$ cat src/rtl/ps2_key_translator_if.sv
// Byte-stream input and translated-character output handshake of the PS/2 key translator.
//   in_valid/in_data   : one raw PS/2 set-2 byte per valid cycle (toward translator)
//   out_valid/out_ready: FIFO head handshake (entry accepted when both are high)
//   out_ascii/out_mods : head entry character and {ctrl, alt} captured at make time
interface ps2_key_translator_if;
  logic       in_valid;
  logic [7:0] in_data;
  logic       out_valid;
  logic       out_ready;
  logic [7:0] out_ascii;
  logic [1:0] out_mods;

  // Translator side
  modport slave (
    input  in_valid, in_data, out_ready,
    output out_valid, out_ascii, out_mods
  );

  // Byte source / character consumer side
  modport master (
    output in_valid, in_data, out_ready,
    input  out_valid, out_ascii, out_mods
  );
endinterface

$ cat src/rtl/ps2_key_translator.sv
// PS/2 set-2 scancode stream to ASCII translator.
// Decodes make/break events (E0/F0/E1 prefixes), tracks shift/ctrl/alt, caps lock and a
// language layer, looks up printable makes in an external 1-cycle-latency ROM and queues
// non-zero results in a first-word-fall-through FIFO.
//   clk, reset : system clock, asynchronous active-high reset
//   bus        : byte input and FIFO output handshake (slave side)
//   rom_addr   : {lang, shift_eff, ext, code} of the latest translated make
//   rom_data   : ROM character, valid one cycle after rom_addr; 8'h00 = no character
//   caps_lock  : caps lock state
//   lang       : current language layer
//   shift_eff  : shift held XOR caps lock
//   overflow   : one-cycle pulse when a character is dropped on a full FIFO
module ps2_key_translator #(
  parameter int unsigned LANG_BITS  = 1,
  parameter int unsigned FIFO_DEPTH = 8,
  parameter logic [7:0]  LANG_KEY   = 8'h0E
) (
  input  logic                  clk,
  input  logic                  reset,
  ps2_key_translator_if.slave   bus,
  output logic [LANG_BITS+9:0]  rom_addr,
  input  logic [7:0]            rom_data,
  output logic                  caps_lock,
  output logic [LANG_BITS-1:0]  lang,
  output logic                  shift_eff,
  output logic                  overflow
);

  localparam int unsigned AW = (FIFO_DEPTH > 1) ? $clog2(FIFO_DEPTH) : 1;
  localparam int unsigned CW = AW + 1;

  localparam logic [7:0] CODE_EXT    = 8'hE0;
  localparam logic [7:0] CODE_BRK    = 8'hF0;
  localparam logic [7:0] CODE_PAUSE  = 8'hE1;
  localparam logic [7:0] CODE_LSHIFT = 8'h12;
  localparam logic [7:0] CODE_RSHIFT = 8'h59;
  localparam logic [7:0] CODE_CTRL   = 8'h14;
  localparam logic [7:0] CODE_ALT    = 8'h11;
  localparam logic [7:0] CODE_CAPS   = 8'h58;

  typedef enum logic [2:0] {
    S_IDLE,
    S_EXT,
    S_BRK,
    S_EXT_BRK,
    S_SKIP
  } state_t;

  typedef struct packed {
    logic [1:0] mods;
    logic [7:0] ascii;
  } entry_t;

  state_t     state, state_nxt;
  logic [2:0] skip_cnt, skip_cnt_nxt;
  logic       ev_make_c, ev_brk_c, ev_ext_c;

  // Decoder state register
  always_ff @(posedge clk or posedge reset) begin
    if (reset) begin
      state    <= S_IDLE;
      skip_cnt <= 3'd0;
    end else begin
      state    <= state_nxt;
      skip_cnt <= skip_cnt_nxt;
    end
  end

  // Decoder next state and make/break event strobes
  always_comb begin
    state_nxt    = state;
    skip_cnt_nxt = skip_cnt;
    ev_make_c    = 1'b0;
    ev_brk_c     = 1'b0;
    ev_ext_c     = 1'b0;
    if (bus.in_valid) begin
      case (state)
        S_IDLE: begin
          if (bus.in_data == CODE_EXT) begin
            state_nxt = S_EXT;
          end else if (bus.in_data == CODE_BRK) begin
            state_nxt = S_BRK;
          end else if (bus.in_data == CODE_PAUSE) begin
            // Pause is E1 followed by seven more bytes and produces no event
            state_nxt    = S_SKIP;
            skip_cnt_nxt = 3'd7;
          end else begin
            ev_make_c = 1'b1;
          end
        end
        S_EXT: begin
          if (bus.in_data == CODE_BRK) begin
            state_nxt = S_EXT_BRK;
          end else if (bus.in_data != CODE_EXT) begin
            ev_make_c = 1'b1;
            ev_ext_c  = 1'b1;
            state_nxt = S_IDLE;
          end
        end
        S_BRK: begin
          ev_brk_c  = 1'b1;
          state_nxt = S_IDLE;
        end
        S_EXT_BRK: begin
          ev_brk_c  = 1'b1;
          ev_ext_c  = 1'b1;
          state_nxt = S_IDLE;
        end
        S_SKIP: begin
          skip_cnt_nxt = skip_cnt - 3'd1;
          if (skip_cnt == 3'd1) begin
            state_nxt = S_IDLE;
          end
        end
        default: state_nxt = S_IDLE;
      endcase
    end
  end

  // Key classification of the byte that terminates an event
  logic is_lshift_c, is_rshift_c, is_ctrl_c, is_alt_c, is_caps_c, is_lang_c, is_mod_c;
  logic translate_c;

  assign is_lshift_c = !ev_ext_c && (bus.in_data == CODE_LSHIFT);
  assign is_rshift_c = !ev_ext_c && (bus.in_data == CODE_RSHIFT);
  assign is_ctrl_c   = (bus.in_data == CODE_CTRL);
  assign is_alt_c    = (bus.in_data == CODE_ALT);
  assign is_caps_c   = !ev_ext_c && (bus.in_data == CODE_CAPS);
  assign is_lang_c   = !ev_ext_c && (bus.in_data == LANG_KEY);
  assign is_mod_c    = is_lshift_c | is_rshift_c | is_ctrl_c | is_alt_c | is_caps_c | is_lang_c;
  assign translate_c = ev_make_c && !is_mod_c;

  logic shift_l, shift_r, ctrl_l, ctrl_r, alt_l, alt_r;
  logic caps_held, lang_held;

  // Modifier, caps lock and language layer tracking
  always_ff @(posedge clk or posedge reset) begin
    if (reset) begin
      shift_l   <= 1'b0;
      shift_r   <= 1'b0;
      ctrl_l    <= 1'b0;
      ctrl_r    <= 1'b0;
      alt_l     <= 1'b0;
      alt_r     <= 1'b0;
      caps_held <= 1'b0;
      lang_held <= 1'b0;
      caps_lock <= 1'b0;
      lang      <= '0;
    end else if (ev_make_c || ev_brk_c) begin
      if (is_lshift_c) shift_l <= ev_make_c;
      if (is_rshift_c) shift_r <= ev_make_c;
      if (is_ctrl_c) begin
        if (ev_ext_c) ctrl_r <= ev_make_c;
        else          ctrl_l <= ev_make_c;
      end
      if (is_alt_c) begin
        if (ev_ext_c) alt_r <= ev_make_c;
        else          alt_l <= ev_make_c;
      end
      // Held flags swallow typematic repeats so only the first make toggles
      if (is_caps_c) begin
        caps_held <= ev_make_c;
        if (ev_make_c && !caps_held) caps_lock <= ~caps_lock;
      end
      if (is_lang_c) begin
        lang_held <= ev_make_c;
        if (ev_make_c && !lang_held) lang <= lang + LANG_BITS'(1);
      end
    end
  end

  assign shift_eff = (shift_l | shift_r) ^ caps_lock;

  logic       pend1, pend2;
  logic [1:0] mods1, mods2;

  // ROM lookup pipeline: address in the event cycle, data sampled one cycle later
  always_ff @(posedge clk or posedge reset) begin
    if (reset) begin
      pend1    <= 1'b0;
      pend2    <= 1'b0;
      mods1    <= 2'b00;
      mods2    <= 2'b00;
      rom_addr <= '0;
    end else begin
      pend1 <= translate_c;
      pend2 <= pend1;
      mods2 <= mods1;
      if (translate_c) begin
        rom_addr <= {lang, shift_eff, ev_ext_c, bus.in_data};
        mods1    <= {ctrl_l | ctrl_r, alt_l | alt_r};
      end
    end
  end

  entry_t        mem [FIFO_DEPTH];
  logic [AW-1:0] wr_ptr, rd_ptr;
  logic [CW-1:0] count;
  logic          push_c, pop_c, full_c, wr_en_c;

  assign push_c  = pend2 && (rom_data != 8'h00);
  assign pop_c   = bus.out_valid && bus.out_ready;
  assign full_c  = (count == CW'(FIFO_DEPTH));
  // A pop in the same cycle frees the slot, so a full FIFO still accepts the push
  assign wr_en_c = push_c && (!full_c || pop_c);

  // Output FIFO storage and pointers
  always_ff @(posedge clk or posedge reset) begin
    if (reset) begin
      for (int i = 0; i < int'(FIFO_DEPTH); i++) begin
        mem[i] <= '0;
      end
      wr_ptr   <= '0;
      rd_ptr   <= '0;
      count    <= '0;
      overflow <= 1'b0;
    end else begin
      if (wr_en_c) begin
        mem[wr_ptr] <= '{mods: mods2, ascii: rom_data};
        wr_ptr      <= wr_ptr + AW'(1);
      end
      if (pop_c) begin
        rd_ptr <= rd_ptr + AW'(1);
      end
      count    <= count + CW'(wr_en_c) - CW'(pop_c);
      overflow <= push_c && !wr_en_c;
    end
  end

  assign bus.out_valid = (count != '0);
  assign bus.out_ascii = mem[rd_ptr].ascii;
  assign bus.out_mods  = mem[rd_ptr].mods;

endmodule

$ cat src/flat_wrapper.sv
// flat-port wrapper written by rule: the top's interface ports become plain ports
module ps2_key_translator_flat 
#(
  parameter int unsigned LANG_BITS  = 1,
  parameter int unsigned FIFO_DEPTH = 8,
  parameter logic [7:0]  LANG_KEY   = 8'h0E
)
  (clk, reset, rom_addr, rom_data, caps_lock, lang, shift_eff, overflow, bus_in_valid, bus_in_data, bus_out_ready, bus_out_valid, bus_out_ascii, bus_out_mods);
  ps2_key_translator_if bus_i ();
  input  logic clk;
  input  logic reset;
  output logic [LANG_BITS+9:0] rom_addr;
  input  logic [7:0] rom_data;
  output logic caps_lock;
  output logic [LANG_BITS-1:0] lang;
  output logic shift_eff;
  output logic overflow;
  input wire logic [$bits(bus_i.in_valid)-1:0] bus_in_valid;
  input wire logic [$bits(bus_i.in_data)-1:0] bus_in_data;
  input wire logic [$bits(bus_i.out_ready)-1:0] bus_out_ready;
  output wire logic [$bits(bus_i.out_valid)-1:0] bus_out_valid;
  output wire logic [$bits(bus_i.out_ascii)-1:0] bus_out_ascii;
  output wire logic [$bits(bus_i.out_mods)-1:0] bus_out_mods;
  assign bus_i.in_valid = bus_in_valid;
  assign bus_i.in_data = bus_in_data;
  assign bus_i.out_ready = bus_out_ready;
  assign bus_out_valid = bus_i.out_valid;
  assign bus_out_ascii = bus_i.out_ascii;
  assign bus_out_mods = bus_i.out_mods;
  ps2_key_translator #(.LANG_BITS(LANG_BITS), .FIFO_DEPTH(FIFO_DEPTH), .LANG_KEY(LANG_KEY)) u_core (.clk(clk), .reset(reset), .bus(bus_i), .rom_addr(rom_addr), .rom_data(rom_data), .caps_lock(caps_lock), .lang(lang), .shift_eff(shift_eff), .overflow(overflow));
endmodule
$ cat config.mk
export PLATFORM = sky130hd
export DESIGN_NAME = ps2_key_translator_flat
export DESIGN_NICKNAME = d
export VERILOG_FILES = /design/src/rtl/ps2_key_translator_if.sv /design/src/rtl/ps2_key_translator.sv /design/src/flat_wrapper.sv
export SDC_FILE = /design/constraint.sdc
export NUM_CORES = 1
export LEC_CHECK = 0
export ABC_AREA = 0
export CAP_MARGIN = 20
export CORE_MARGIN = 4
export CORE_UTILIZATION = 30
export CTS_BUF_LIST = sky130_fd_sc_hd__clkbuf_2 sky130_fd_sc_hd__clkbuf_4 sky130_fd_sc_hd__clkbuf_8
export CTS_CLUSTER_SIZE = 16
export DETAILED_ROUTE_END_ITERATION = 8
export GPL_ROUTABILITY_DRIVEN = 0
export SLEW_MARGIN = 0
export SYNTH_ARGS = -nofsm -noshare
export SYNTH_HDL_FRONTEND = slang
export SYNTH_SLANG_ARGS = --single-unit
$ cat constraint.sdc
create_clock -name clk -period 3.53 [get_ports clk]
set_input_delay 0.5295 -clock clk [delete_from_list [all_inputs] [get_ports clk]]
set_output_delay 0.5295 -clock clk [all_outputs]
set_load 0.01 [all_outputs]
* After elaboration in Yosys (flattened, before gate mapping) *
Cells that the tools add are included.

storage, ports and cells
  register bits = 124
  bits of input ports = 20
  output and inout port bits = 26
  logic and storage cells = 146

operators by class
  add/subtract/negate cells = 6
  magnitude comparators = 3
  equal/unequal tests = 22
  mux-type cells = 28
  bitwise logic cells = 13
  reductions and logical operators = 37

operators by type and width
  cell                                           number
  bitwise mux 80 bit                             1
  binary-select mux 10 bit (select 3 bit)        1
  demux 10 bit (select 3 bit)                    1
  2-to-1 mux 10 bit                              3
  2-to-1 mux 3 bit                               9
  == test 8 x 5 -> 1 bit, second input constant  3
  == test 8 bit, second input constant           3
  AND reduction 3 bit                            6
  == test 8 x 7 -> 1 bit, second input constant  2
  logical AND 1 bit                              12
  2-to-1 mux 1 bit                               9
  one-hot mux 3 bit (3 select lines)             1
  == test 8 x 4 -> 1 bit, second input constant  1
  >= comparator 4 bit, second input constant     2
  inequality test 8 bit, second input constant   1
  inverter 3 -> 4 bit                            2
  OR 1 bit                                       8
  AND reduction 2 bit                            4
  nonzero test 8 bit                             1
  adder 3 x 1 -> 3 bit, second input constant    2
  == test 3 x 1 -> 1 bit, second input constant  2
  == test 3 x 2 -> 1 bit, second input constant  2
  logical NOT 1 bit                              6
  one-hot mux 3 bit (2 select lines)             1
  other kinds (21)                               26

* Depth between registers and ports, before layout *
  word-level depth = 14
  mapped depth = 11
  depth with buffers taken out = 11

* Worst setup path before layout *
Ideal clock, no wire load.

  path kind = input -> register
  start point = in bus_in_data[0]
  end point = reg u_core.rom_addr[2]
  setup time = 125 ps
  arrival time = 2,081 ps
  required time = 3,405 ps
  slack = 1,324 ps
  cell stages on the path = 6
  cells stage by stage = clkbuf_1 -> or2_2 -> o311a_1 -> o21ai_2 -> buf_4 -> mux2_2

on the way
  cells in the longest elaborated chain, start to end = 14
  elaborated cells between the ends (all ways) = 31
  classes of those cells = 10 x eq/ne; 9 x mux; 5 x bitwise; 7 x reduce/logical

ends and longest elaborated chain
  element                                      RTL line                                              RTL
  start, declared                              flat_wrapper.sv:19                                    input wire logic [$bits(bus_i.in_data)-1:0] bus_in_data;
  inequality test 8 bit                        ps2_key_translator.sv:94                              end else if (bus.in_data != CODE_EXT) begin
  2-to-1 mux 1 bit                             ps2_key_translator.sv:94
  2-to-1 mux 1 bit                             ps2_key_translator.sv:92                              if (bus.in_data == CODE_BRK) begin
  one-hot mux 1 bit (2 select lines)           ps2_key_translator.sv:77                              case (state)
  2-to-1 mux 1 bit                             ps2_key_translator.sv:76                              if (bus.in_valid) begin
  logical NOT 1 bit                            --
  logical AND 1 bit, on equally long branches  ps2_key_translator.sv:124, ps2_key_translator.sv:125
  OR 1 bit (5 in series)                       ps2_key_translator.sv:130                             assign is_mod_c = is_lshift_c | is_rshift_c | is_ctrl_c | is_alt_c | is_caps_c | is_lang_c;
  logical NOT 1 bit                            ps2_key_translator.sv:131                             assign translate_c = ev_make_c && !is_mod_c;
  logical AND 1 bit *                          ps2_key_translator.sv:131
  end signal, assigned                         ps2_key_translator.sv:190                             rom_addr <= {lang, shift_eff, ev_ext_c, bus.in_data};
  end, declared                                ps2_key_translator.sv:21                              output logic [LANG_BITS+9:0] rom_addr,

Every way passes the cells marked *; elsewhere a longest branch is shown, timed or not.
A chain may end at the register's enable or synchronous reset.

* Worst setup path in the final report *
  start point = reg u_core.rd_ptr[0]
  end point = out bus_out_ascii[1]

on the way
  cells in the longest elaborated chain, start to end = 4

ends and longest elaborated chain
  element                                                RTL line                   RTL
  start, declared                                        ps2_key_translator.sv:197  logic [AW-1:0] wr_ptr, rd_ptr;
  start signal, assigned                                 ps2_key_translator.sv:223  rd_ptr <= rd_ptr + AW'(1);
  inverter 3 -> 4 bit (not written as such)              ps2_key_translator.sv:231  assign bus.out_ascii = mem[rd_ptr].ascii;
  binary-select mux 10 bit (select 3 bit)                ps2_key_translator.sv:231
  2-to-1 mux 10 bit (not written as such) (2 in series)  ps2_key_translator.sv:231
  end, declared                                          flat_wrapper.sv:22         output wire logic [$bits(bus_i.out_ascii)-1:0] bus_out_ascii;

Every way passes these cells. The select of a mux whose other input is x is not followed.

==> flow_summary.yaml <==
die:
  die-width_um: 146.4
  initial_utilization: 0.3060
  die_y_um: 146.4
  io-pin-count: 46
  core.rowCount: 50
  fp.dieArea_um2: 21420
  core-area_um2: 18770
clock_tree:
  cts_buffers: 17
  clockBufferDepth: 2
  cts_setup_buffers: 0
  cts_resized: 0
  cts.hold.buffers_added: 0
  cts_tree: "yes"
  root_buffer: "clkbuf_8"
  clock_latency_ps: 430
  path_clk_slew_ps: 70
  clock_sinks: 124
  htreeDepth: 4
setup_path:
  worstReg2RegEnd: "u_core.mem[28]"
  worstPathRequired_ps: 3000
  r2r_cells: 8
  rr_startpoint: "u_core.count[2]"
  crit_arrival_ps: 2560
  reg2reg_slack_ps: 910
  crit_type: "reg2out"
  cp_max_fo: 22
  crit_path_end_kind: "output port"
  worstSetupStartpointType: "flop"
hold_path:
  min_path_type: "reg2reg"
  worstHoldEndpoint: "u_core.pend2"
  min_path_cells: 0
  hp-start: "u_core.pend1"
place:
  hpwl_um: 8056
  portBuffers: 45
  dp_cells: 684
global_route:
  globalRouteMet1Util: 0.1479
  grtUsageMet3: 0.04500
  grt_max_degree: 110
  grt_pass1_vias: 3831
  gr-total-overflow: 0
  grt_util_met2: 0.1906
  busiest_layer: "met2"
  track_usage: 0.1181
  grt_antenna_before_repair: 0
  grt_pass1_wl_um: 19940
finish:
  area_delta_synth_final_pct: 20.61
  drive_gt1_frac: 0.3271
  nets: 500
  stdcell_count: 714
  antennaDiodeCount: 0
route:
  vias: 3485
  wirelength_um: 11990
  dr.pass1.iters: 4
  antenna_left: 0
  routed_via_density: 4.881
  drt-wirelength-per-cell_um: 16.79
  drtIter0Drc: 135
  drc_errors: 0
pwr:
  p_int_mw: 3.969
  comb_power_share: 0.370
  p_switching_mw: 1.675
  clkPwrFrac: 0.226
  ir_drop_uv: 280.4
  leakage_nw: 2.965
  power.density_nw_per_um2: 814.7
  p_seq_frac: 0.404
  swShare: 0.2967
synthesis:
  yosysTopAreaCellShare: 0.5403
  yosysMostFrequentCell: "dfrtp_1"
  synth_flop_cell: "dfrtp_1"
  synth_largest_area_cell: "dfrtp_1"
  synthCells: 408
  synth_seq_cells: 124
  syn_area_um2: 5743
  yosysUniqueCellTypes: 49
  ys_seq_area_frac: 0.5403
  synth_warnings: 0
  synth_edf_count: 0
  synth_common_cells: "dfrtp_1, mux2_2, mux4_2"
  synth_area_leaders: "dfrtp_1, mux2_2, mux4_2"
  avgSynthCellArea_um2: 14.08
  syn_nets: 439
  async_reset_ff_frac: 1.000
sta:
  finalSetupViolCount: 0
  fin_setup_tns_ps: 0
  clock.fmax_ghz: 0.3242
  period_needed_ps: 3085
  maxSlewViolCount: 0
  min_period_over_period: 0.8739
  rsz0062_at_grt: "false"
  slew_headroom: 0.5338
  finClkSkew_ps: 11.31
  worst_pin_slew_ps: 690.5
  hold_violations: 0
run:
  cap_violations: 0
status:
  status: "finished clean"
==> through the flow <==
stage	cell area (um2)	hold WS, ps	worst slack [ps]	power, mW	util
6_report	6927	370.4	445.1	5.643	0.3691
5_1_grt	6927	386.7	306.9	6.009	0.3691
4_1_cts	6927	373.8	377.3	5.747	0.3691
3_5_place_dp	6519	358.9	447.7	4.435	0.3473
3_3_place_gp	6519	332.9	525.7	4.329	0.3473
2_1_floorplan	5747	331.2	1324	3.695	-
==> routing by layer <==
| metal | share of wire | vias up |
|---|---|---|
| met5 | 0 | - |
| met4 | 0.0089 | 0 |
| met3 | 0.048 | 10 |
| met2 | 0.49 | 72 |
| met1 | 0.46 | 1784 |
| li1 | - | 1619 |
==> critical path, cell delays in order (launching register included) <==
cell and delay (ps):
dfrtp_1 330, buf_4 410, mux4_2 580, mux2_2 310, clkdlybuf4s50_1 490
==> layout by cell type (no fill, tap or decap), drive strengths merged, types with 6 or more instances in the layout <==
| master | synthesis | layout |
|---|---|---|
| mux2 | 102 | 102 |
| ha | 10 | 10 |
| o21ai | 20 | 20 |
| inv | 19 | 18 |
| mux4 | 20 | 20 |
| dfrtp | 124 | 124 |
| buf | 9 | 12 |
| nor2 | 12 | 12 |
| clkdlybuf4s50 | 0 | 45 |
| clkbuf | 6 | 24 |
| nand3 | 6 | 6 |
| nand2 | 17 | 17 |
==> flip-flops by register name (all words and copies together), names as in the netlist, 2 cells and up <==
register         count
u_core.mem          80
u_core.rd_ptr        3
u_core.skip_cnt      3
u_core.rom_addr     11
u_core.count         4
u_core.wr_ptr        3
u_core.mods2         2
u_core.state         3
u_core.mods1         2
==> cell families (layout without fill, tap and decap cells) <==
family          count (synthesis)  after routing  synth area share
mux                           125            125            0.2837
flops                         124            124            0.5403
simple gates                   66             66           0.06449
compound gates                 38             38           0.04576
buf+inv                        34            106           0.02527
fa+ha+maj                      11             11           0.02527
xor+xnor                       10             10           0.01525
==> layout make-up <==
type,count,area (um2)
clock buffers,24,324.1
clock inverters,6,83.83
fillers,1787,11840
inverters,19,75.07
multi-input cells,250,2495
flip-flops and latches,124,3103
well taps,234,292.8
repair buffers,57,553.0
==> worst max-delay path by stage <==
stage,startpoint,to,cells past startpoint
4_1_cts,u_core.rd_ptr[0],bus_out_mods[1],4
6_report,u_core.rd_ptr[0],bus_out_ascii[1],4
3_3_place_gp,rom_data[0],u_core.mem[28],7
2_1_floorplan,bus_in_data[0],u_core.rom_addr[2],6
5_1_grt,u_core.rd_ptr[0],bus_out_mods[1],4
3_5_place_dp,rom_data[4],u_core.mem[58],6
==> power by group through the flow <==
stage | registers (mW) | logic [mW] | clock network, mW
after CTS | 2.28 | 2.14 | 1.32
after global placement | 2.27 | 2.06 | 0
after global routing | 2.34 | 2.28 | 1.38
after detailed placement | 2.30 | 2.13 | 0
after floorplan | 2.17 | 1.52 | 0
final | 2.28 | 2.09 | 1.27
Power figures use the tool's default switching activity.
